$ cat src/rtl/faller.sv
// faller: falling-block producer for the stack collision stage.
//   Spawns one block at a pseudo-random x with a pseudo-random non-zero
//   colour, moves it down once per motion tick, retires it on a catch
//   (collision) or at the floor (miss), and sequences lives/score/game over.
//
// Ports:
//   clk        in   system clock
//   rst        in   asynchronous, active-high reset
//   start      in   start/restart pulse (honoured in IDLE and OVER only)
//   collision  in   registered catch flag from the stack stage
//   fall_x     out  block x (top-left), 0 when hidden
//   fall_y     out  block y (top-left), 10'h3FF when hidden
//   fall_color out  block colour, never 2'b00 while active
//   active     out  block visible and falling
//   miss       out  one-cycle pulse when the block reaches the floor
//   lives      out  remaining lives
//   score      out  blocks caught, saturating at 255
//   game_over  out  high while in OVER
module faller #(
    parameter int TICK_DIV      = 250000,
    parameter int SPAWN_Y       = 0,
    parameter int FLOOR_Y       = 470,
    parameter int X_MIN         = 40,
    parameter int RESPAWN_TICKS = 30,
    parameter int LIVES         = 3
) (
    input  logic       clk,
    input  logic       rst,
    input  logic       start,
    input  logic       collision,
    output logic [9:0] fall_x,
    output logic [9:0] fall_y,
    output logic [1:0] fall_color,
    output logic       active,
    output logic       miss,
    output logic [1:0] lives,
    output logic [7:0] score,
    output logic       game_over
);

    localparam int         DIV_W  = $clog2(TICK_DIV);
    localparam int         WAIT_W = $clog2(RESPAWN_TICKS + 1);
    localparam logic [9:0] HIDE_Y = 10'h3FF;

    typedef enum logic [2:0] {
        S_IDLE,
        S_SPAWN,
        S_FALL,
        S_WAIT,
        S_OVER
    } state_t;

    state_t            state;
    logic [DIV_W-1:0]  div_cnt;
    logic              tick;
    logic [15:0]       lfsr;
    logic [WAIT_W-1:0] wait_cnt;
    logic [2:0]        step;
    logic [1:0]        spawn_color;

    // Free-running motion tick divider.
    always_ff @(posedge clk or posedge rst) begin
        if (rst) begin
            div_cnt <= '0;
        end else if (div_cnt == DIV_W'(TICK_DIV - 1)) begin
            div_cnt <= '0;
        end else begin
            div_cnt <= div_cnt + DIV_W'(1);
        end
    end

    assign tick = (div_cnt == DIV_W'(TICK_DIV - 1));

    // Fibonacci LFSR, taps 16,14,13,11; runs in every state.
    always_ff @(posedge clk or posedge rst) begin
        if (rst) begin
            lfsr <= 16'hACE1;
        end else begin
            lfsr <= {lfsr[14:0], lfsr[15] ^ lfsr[13] ^ lfsr[12] ^ lfsr[10]};
        end
    end

    // Speed grows every 4 catches: 1 + min(score>>2, 3).
    always_comb begin
        step = (|score[7:4]) ? 3'd4 : ({1'b0, score[3:2]} + 3'd1);
    end

    always_comb begin
        spawn_color = (lfsr[11:10] == 2'b00) ? 2'b01 : lfsr[11:10];
    end

    always_ff @(posedge clk or posedge rst) begin
        if (rst) begin
            state      <= S_IDLE;
            fall_x     <= '0;
            fall_y     <= HIDE_Y;
            fall_color <= '0;
            active     <= 1'b0;
            miss       <= 1'b0;
            lives      <= 2'(LIVES);
            score      <= '0;
            game_over  <= 1'b0;
            wait_cnt   <= '0;
        end else begin
            miss <= 1'b0;
            case (state)
                S_IDLE: begin
                    if (start) begin
                        lives <= 2'(LIVES);
                        score <= '0;
                        state <= S_SPAWN;
                    end
                end

                S_SPAWN: begin
                    fall_x     <= 10'(X_MIN) + {1'b0, lfsr[8:0]};
                    fall_color <= spawn_color;
                    fall_y     <= 10'(SPAWN_Y);
                    active     <= 1'b1;
                    state      <= S_FALL;
                end

                S_FALL: begin
                    // A catch outranks a simultaneous floor hit.
                    if (collision) begin
                        if (score != 8'hFF) begin
                            score <= score + 8'd1;
                        end
                        fall_x     <= '0;
                        fall_y     <= HIDE_Y;
                        fall_color <= '0;
                        active     <= 1'b0;
                        wait_cnt   <= '0;
                        state      <= S_WAIT;
                    end else if (fall_y >= 10'(FLOOR_Y)) begin
                        miss       <= 1'b1;
                        lives      <= lives - 2'd1;
                        fall_x     <= '0;
                        fall_y     <= HIDE_Y;
                        fall_color <= '0;
                        active     <= 1'b0;
                        wait_cnt   <= '0;
                        if (lives == 2'd1) begin
                            game_over <= 1'b1;
                            state     <= S_OVER;
                        end else begin
                            state <= S_WAIT;
                        end
                    end else if (tick) begin
                        fall_y <= fall_y + 10'(step);
                    end
                end

                S_WAIT: begin
                    if (tick) begin
                        if (wait_cnt == WAIT_W'(RESPAWN_TICKS - 1)) begin
                            state <= S_SPAWN;
                        end else begin
                            wait_cnt <= wait_cnt + WAIT_W'(1);
                        end
                    end
                end

                S_OVER: begin
                    lives <= '0;
                    if (start) begin
                        lives     <= 2'(LIVES);
                        score     <= '0;
                        game_over <= 1'b0;
                        state     <= S_SPAWN;
                    end
                end

                default: state <= S_IDLE;
            endcase
        end
    end

endmodule
$ cat config.mk
export PLATFORM = sky130hd
export DESIGN_NAME = faller
export DESIGN_NICKNAME = d
export VERILOG_FILES = /design/src/rtl/faller.sv
export SDC_FILE = /design/constraint.sdc
export NUM_CORES = 1
export LEC_CHECK = 0
export CAP_MARGIN = 20
export CELL_PAD_IN_SITES_DETAIL_PLACEMENT = 0
export CELL_PAD_IN_SITES_GLOBAL_PLACEMENT = 2
export CORE_UTILIZATION = 39
export DETAILED_ROUTE_END_ITERATION = 7
export GPL_TIMING_DRIVEN = 0
export PLACE_DENSITY = 0.86
export REMOVE_ABC_BUFFERS = 1
export SYNTH_ARGS = -nofsm -noshare
export SYNTH_HDL_FRONTEND = slang
export SYNTH_SLANG_ARGS = --single-unit
export TNS_END_PERCENT = 100
$ cat constraint.sdc
create_clock -name clk -period 3.9 [get_ports clk]
set_clock_uncertainty 0.1 [all_clocks]
set_input_delay 0.78 -clock clk [delete_from_list [all_inputs] [get_ports clk]]
set_output_delay 0.78 -clock clk [all_outputs]
set_load 0.02 [all_outputs]
==> flow_results.xml <==
<?xml version="1.0" encoding="UTF-8"?>
<metrics>
  <group name="run_status">
    <metric name="result_of_the_run" unit="">completed</metric>
  </group>
  <group name="setup_path">
    <metric name="startpoint_type" unit="">flip-flop</metric>
    <metric name="max_stage_delay" unit="ps">470</metric>
    <metric name="data_arrival_time_of_the_critical_path" unit="ps">2850</metric>
    <metric name="timing.critical_path.from" unit="">score[4]</metric>
    <metric name="crit_path_cell_trace" unit="">nor4_1 &gt; and2_1 &gt; ha_1 &gt; a21o_1 &gt; a21oi_1 &gt; nand2b_1 &gt; nor4b_1 &gt; or4_1</metric>
    <metric name="critical_path.n_buffers_inverters" unit="">0</metric>
    <metric name="rr_startpoint" unit="">score[4]</metric>
    <metric name="critPathKind" unit="">reg2reg</metric>
    <metric name="crit_slowest_cell" unit="">sky130_fd_sc_hd__dfrtp_1</metric>
    <metric name="worstSetupEndpointType" unit="">flip-flop</metric>
    <metric name="critical_path_peak_fanout" unit="">9</metric>
    <metric name="family_with_the_most_delay_on_the_worst_path" unit="">simple AND/OR/NAND/NOR gates</metric>
    <metric name="cell_count_of_the_worst_reg_to_reg_path" unit="">8</metric>
    <metric name="rr_endpoint" unit="">fall_y[7]</metric>
    <metric name="crit_path_required_time" unit="ps">4070</metric>
    <metric name="worst-r2r-setup-slack" unit="ps">1220</metric>
  </group>
  <group name="sta">
    <metric name="rsz_0062_raised_after_global_routing" unit="">no</metric>
    <metric name="clock.fmax" unit="MHz">374</metric>
    <metric name="drv_slew" unit="">0</metric>
    <metric name="finalCriticalPeriod" unit="ps">2680</metric>
    <metric name="finalSetupViolCount" unit="">0</metric>
    <metric name="whs" unit="ps">258</metric>
    <metric name="fin_crit_sh" unit="%">68.6</metric>
    <metric name="relSlewSlack" unit="%">39.9</metric>
    <metric name="worstMarginPinSlew" unit="ps">898</metric>
    <metric name="final_hold_viol_count" unit="">0</metric>
    <metric name="setup_total_negative_slack" unit="ps">0</metric>
  </group>
  <group name="place">
    <metric name="place_congestion" unit="">0.782</metric>
    <metric name="numPortBuffers" unit="">38</metric>
    <metric name="dp_hpwl" unit="um">5480</metric>
    <metric name="post-place-cells" unit="">494</metric>
  </group>
  <group name="clocking">
    <metric name="clock_sinks" unit="">77</metric>
    <metric name="clk_root_buffer_cell" unit="">sky130_fd_sc_hd__clkbuf_8</metric>
    <metric name="tritoncts_clock_tree" unit="">built</metric>
    <metric name="cts.repair_timing.setup_buffer_count" unit="">0</metric>
    <metric name="clock_path_buffers" unit="">2</metric>
    <metric name="cts_made_buffers" unit="">9</metric>
    <metric name="clock_latency" unit="ps">350</metric>
    <metric name="ctsHoldBuffers" unit="">0</metric>
    <metric name="number_of_resized_instances_in_the_post_cts_repair_step" unit="">0</metric>
    <metric name="worst_setup_hold_path_clk_slew" unit="ps">90</metric>
    <metric name="cts_htree_levels" unit="">3</metric>
  </group>
  <group name="global_route">
    <metric name="largest_net_degree_at_the_start_of_global_routing" unit="">42</metric>
    <metric name="grt_use_total" unit="%">17.4</metric>
    <metric name="grt-ovfl-total" unit="">0</metric>
    <metric name="grt_pass1_vias" unit="">2621</metric>
    <metric name="antenna_violations_before_repair" unit="">0</metric>
    <metric name="grt_pass1_wl" unit="um">13300</metric>
  </group>
  <group name="hold_path">
    <metric name="hp-class" unit="">reg2reg</metric>
    <metric name="hold_start" unit="">lfsr[9]</metric>
    <metric name="min_to" unit="">lfsr[10]</metric>
    <metric name="holdPathStages" unit="">0</metric>
  </group>
  <group name="cells_and_area">
    <metric name="fin_cells" unit="">510</metric>
    <metric name="synthToLayoutAreaGrowth" unit="%">18.9</metric>
    <metric name="share_of_cells_above_drive_strength_1" unit="%">12.8</metric>
    <metric name="mostFrequentLayoutCells" unit="">sky130_fd_sc_hd__dfrtp_1, sky130_fd_sc_hd__nand2_1, sky130_fd_sc_hd__clkdlybuf4s50_1</metric>
    <metric name="net_count_reported_at_finish" unit="">409</metric>
    <metric name="layout_commonest_cell" unit="">sky130_fd_sc_hd__dfrtp_1</metric>
    <metric name="antenna_cells_inserted" unit="">0</metric>
    <metric name="postLayoutCoreUtil" unit="%">47.5</metric>
  </group>
  <group name="floorplan">
    <metric name="fp.dieW" unit="um">99.0</metric>
    <metric name="die_h" unit="um">99.0</metric>
    <metric name="floorplan.initialDensity" unit="%">39.9</metric>
    <metric name="top_level_ports" unit="">39</metric>
    <metric name="placement_rows" unit="">35</metric>
    <metric name="core_area" unit="mm^2">0.00920</metric>
    <metric name="floorplan.die_area" unit="mm^2">0.00981</metric>
  </group>
  <group name="routing">
    <metric name="post_drt_wl_per_cell" unit="um">15.6</metric>
    <metric name="drc_errors" unit="">0</metric>
    <metric name="final_antenna_net_count" unit="">0</metric>
    <metric name="drt_first_pass_iters" unit="">4</metric>
    <metric name="vias" unit="">2798</metric>
    <metric name="post_drt_via_cell_ratio" unit="">5.49</metric>
    <metric name="routed_wl" unit="um">7970</metric>
    <metric name="drt_iter0_markers" unit="">163</metric>
  </group>
  <group name="power">
    <metric name="power.density_cell_area" unit="mW/mm^2">621</metric>
    <metric name="cellLeakagePower" unit="nW">1.87</metric>
    <metric name="ir_worst_vdd" unit="uV">381</metric>
  </group>
  <group name="synthesis">
    <metric name="mappedNetlistArea" unit="mm^2">0.00367</metric>
    <metric name="yosys.cell_types.count" unit="">54</metric>
    <metric name="sequential_cell_area_fraction_in_the_yosys_report" unit="%">53.2</metric>
    <metric name="ys_async_sr_fraction" unit="%">100</metric>
    <metric name="ys_warn_count" unit="">0</metric>
    <metric name="post_synth_inst_count" unit="">356</metric>
    <metric name="ys_seq_elements" unit="">77</metric>
    <metric name="synthesized_area_per_cell" unit="um^2">10.3</metric>
    <metric name="dominantRegCellSynth" unit="">sky130_fd_sc_hd__dfrtp_1</metric>
    <metric name="count_of_flip_flops_with_a_built_in_enable_after_synthesis" unit="">0</metric>
  </group>
  <group name="job">
    <metric name="max_cap_viol_count" unit="">0</metric>
  </group>
</metrics>
==> flip-flops by register name (all words and copies together) (netlist names), 2 cells and up <==
signal	cells
wait_cnt	5
fall_y	10
fall_x	10
score	8
lives	2
fall_color	2
state	3
div_cnt	18
lfsr	16
==> cell families (layout without fill, tap and decap cells) <==
logic type | count (synthesis) | in the layout | share of synthesized area (%)
simple gates | 149 | 149 | 21.2
flops | 77 | 77 | 53.2
compound gates | 67 | 67 | 12.0
buf+inv | 24 | 67 | 2.79
xor+xnor | 21 | 21 | 5.01
fa+ha+maj | 11 | 11 | 3.95
mux | 7 | 7 | 1.91
==> worst max-delay path by stage <==
stage | endpoint | depth (start not counted)
after global routing | fall_y[7] | 8
final | fall_y[7] | 8
after CTS | fall_y[7] | 8
after floorplan | active | 1
after detailed placement | fall_x[8] | 6
after global placement | score[3] | 2
==> synthesized netlist by cell type, types with 3 or more instances <==
library cell / instances / area [um^2]
sky130_fd_sc_hd__dfrtp_1: 57 / 1430
sky130_fd_sc_hd__ha_1: 10 / 125
sky130_fd_sc_hd__a31oi_1: 4 / 25.0
sky130_fd_sc_hd__xor2_1: 10 / 87.6
sky130_fd_sc_hd__nand3_1: 26 / 130
sky130_fd_sc_hd__xnor2_1: 11 / 96.3
sky130_fd_sc_hd__mux2i_1: 7 / 70.1
sky130_fd_sc_hd__a21oi_1: 13 / 65.1
sky130_fd_sc_hd__nor2_1: 26 / 97.6
sky130_fd_sc_hd__o21ai_0: 21 / 105
sky130_fd_sc_hd__nand2_1: 41 / 154
sky130_fd_sc_hd__o221a_2: 3 / 33.8
sky130_fd_sc_hd__buf_2: 4 / 20.0
sky130_fd_sc_hd__inv_1: 12 / 45.0
sky130_fd_sc_hd__and3_1: 4 / 25.0
sky130_fd_sc_hd__a21o_1: 5 / 37.5
sky130_fd_sc_hd__o211ai_1: 4 / 30.0
sky130_fd_sc_hd__clkbuf_1: 7 / 26.3
sky130_fd_sc_hd__nor4_1: 6 / 37.5
sky130_fd_sc_hd__nor3_1: 7 / 35.0
sky130_fd_sc_hd__nand4_1: 10 / 62.6
sky130_fd_sc_hd__dfstp_2: 20 / 526
sky130_fd_sc_hd__nand2b_1: 5 / 31.3
==> power breakdown <==
part / switching [mW] / total, mW / internal [mW]
combinational: 0.510 / 0.939 / 0.429
sequential: 0.174 / 1.15 / 0.977
clock: 0.319 / 0.623 / 0.305
==> per-stage QoR <==
stage	worst slack, ps	instance area (um^2)	total power, mW
final	1220	4370	2.71
after global routing	982	4370	2.89
after CTS	1190	4370	2.74
after detailed placement	1230	4160	2.10
after global placement	-275	4130	2.08
after floorplan	1090	3610	1.71
==> area by class of cell <==
class                      count  area (um^2)
clock buffer                   9          124
clock inverter                 7         78.8
fill                         892         4830
inverter                      12         47.5
multi-input combinational    255         1620
sequential                    77         1950
tap                          111          139
timing repair buffer          39          408
==> routing by layer <==
| layer | track usage [%] | up-vias | part of all wire (%) |
|---|---|---|---|
| met1 | 24.8 | 1391 | 50 |
| li1 | - | 1356 | - |
| met2 | 26.3 | 43 | 45 |
| met3 | 4.33 | 8 | 3.8 |
| met5 | 0 | - | 0 |
| met4 | 5.05 | 0 | 1.0 |
Note: power is estimated with default switching activity, not from simulation.
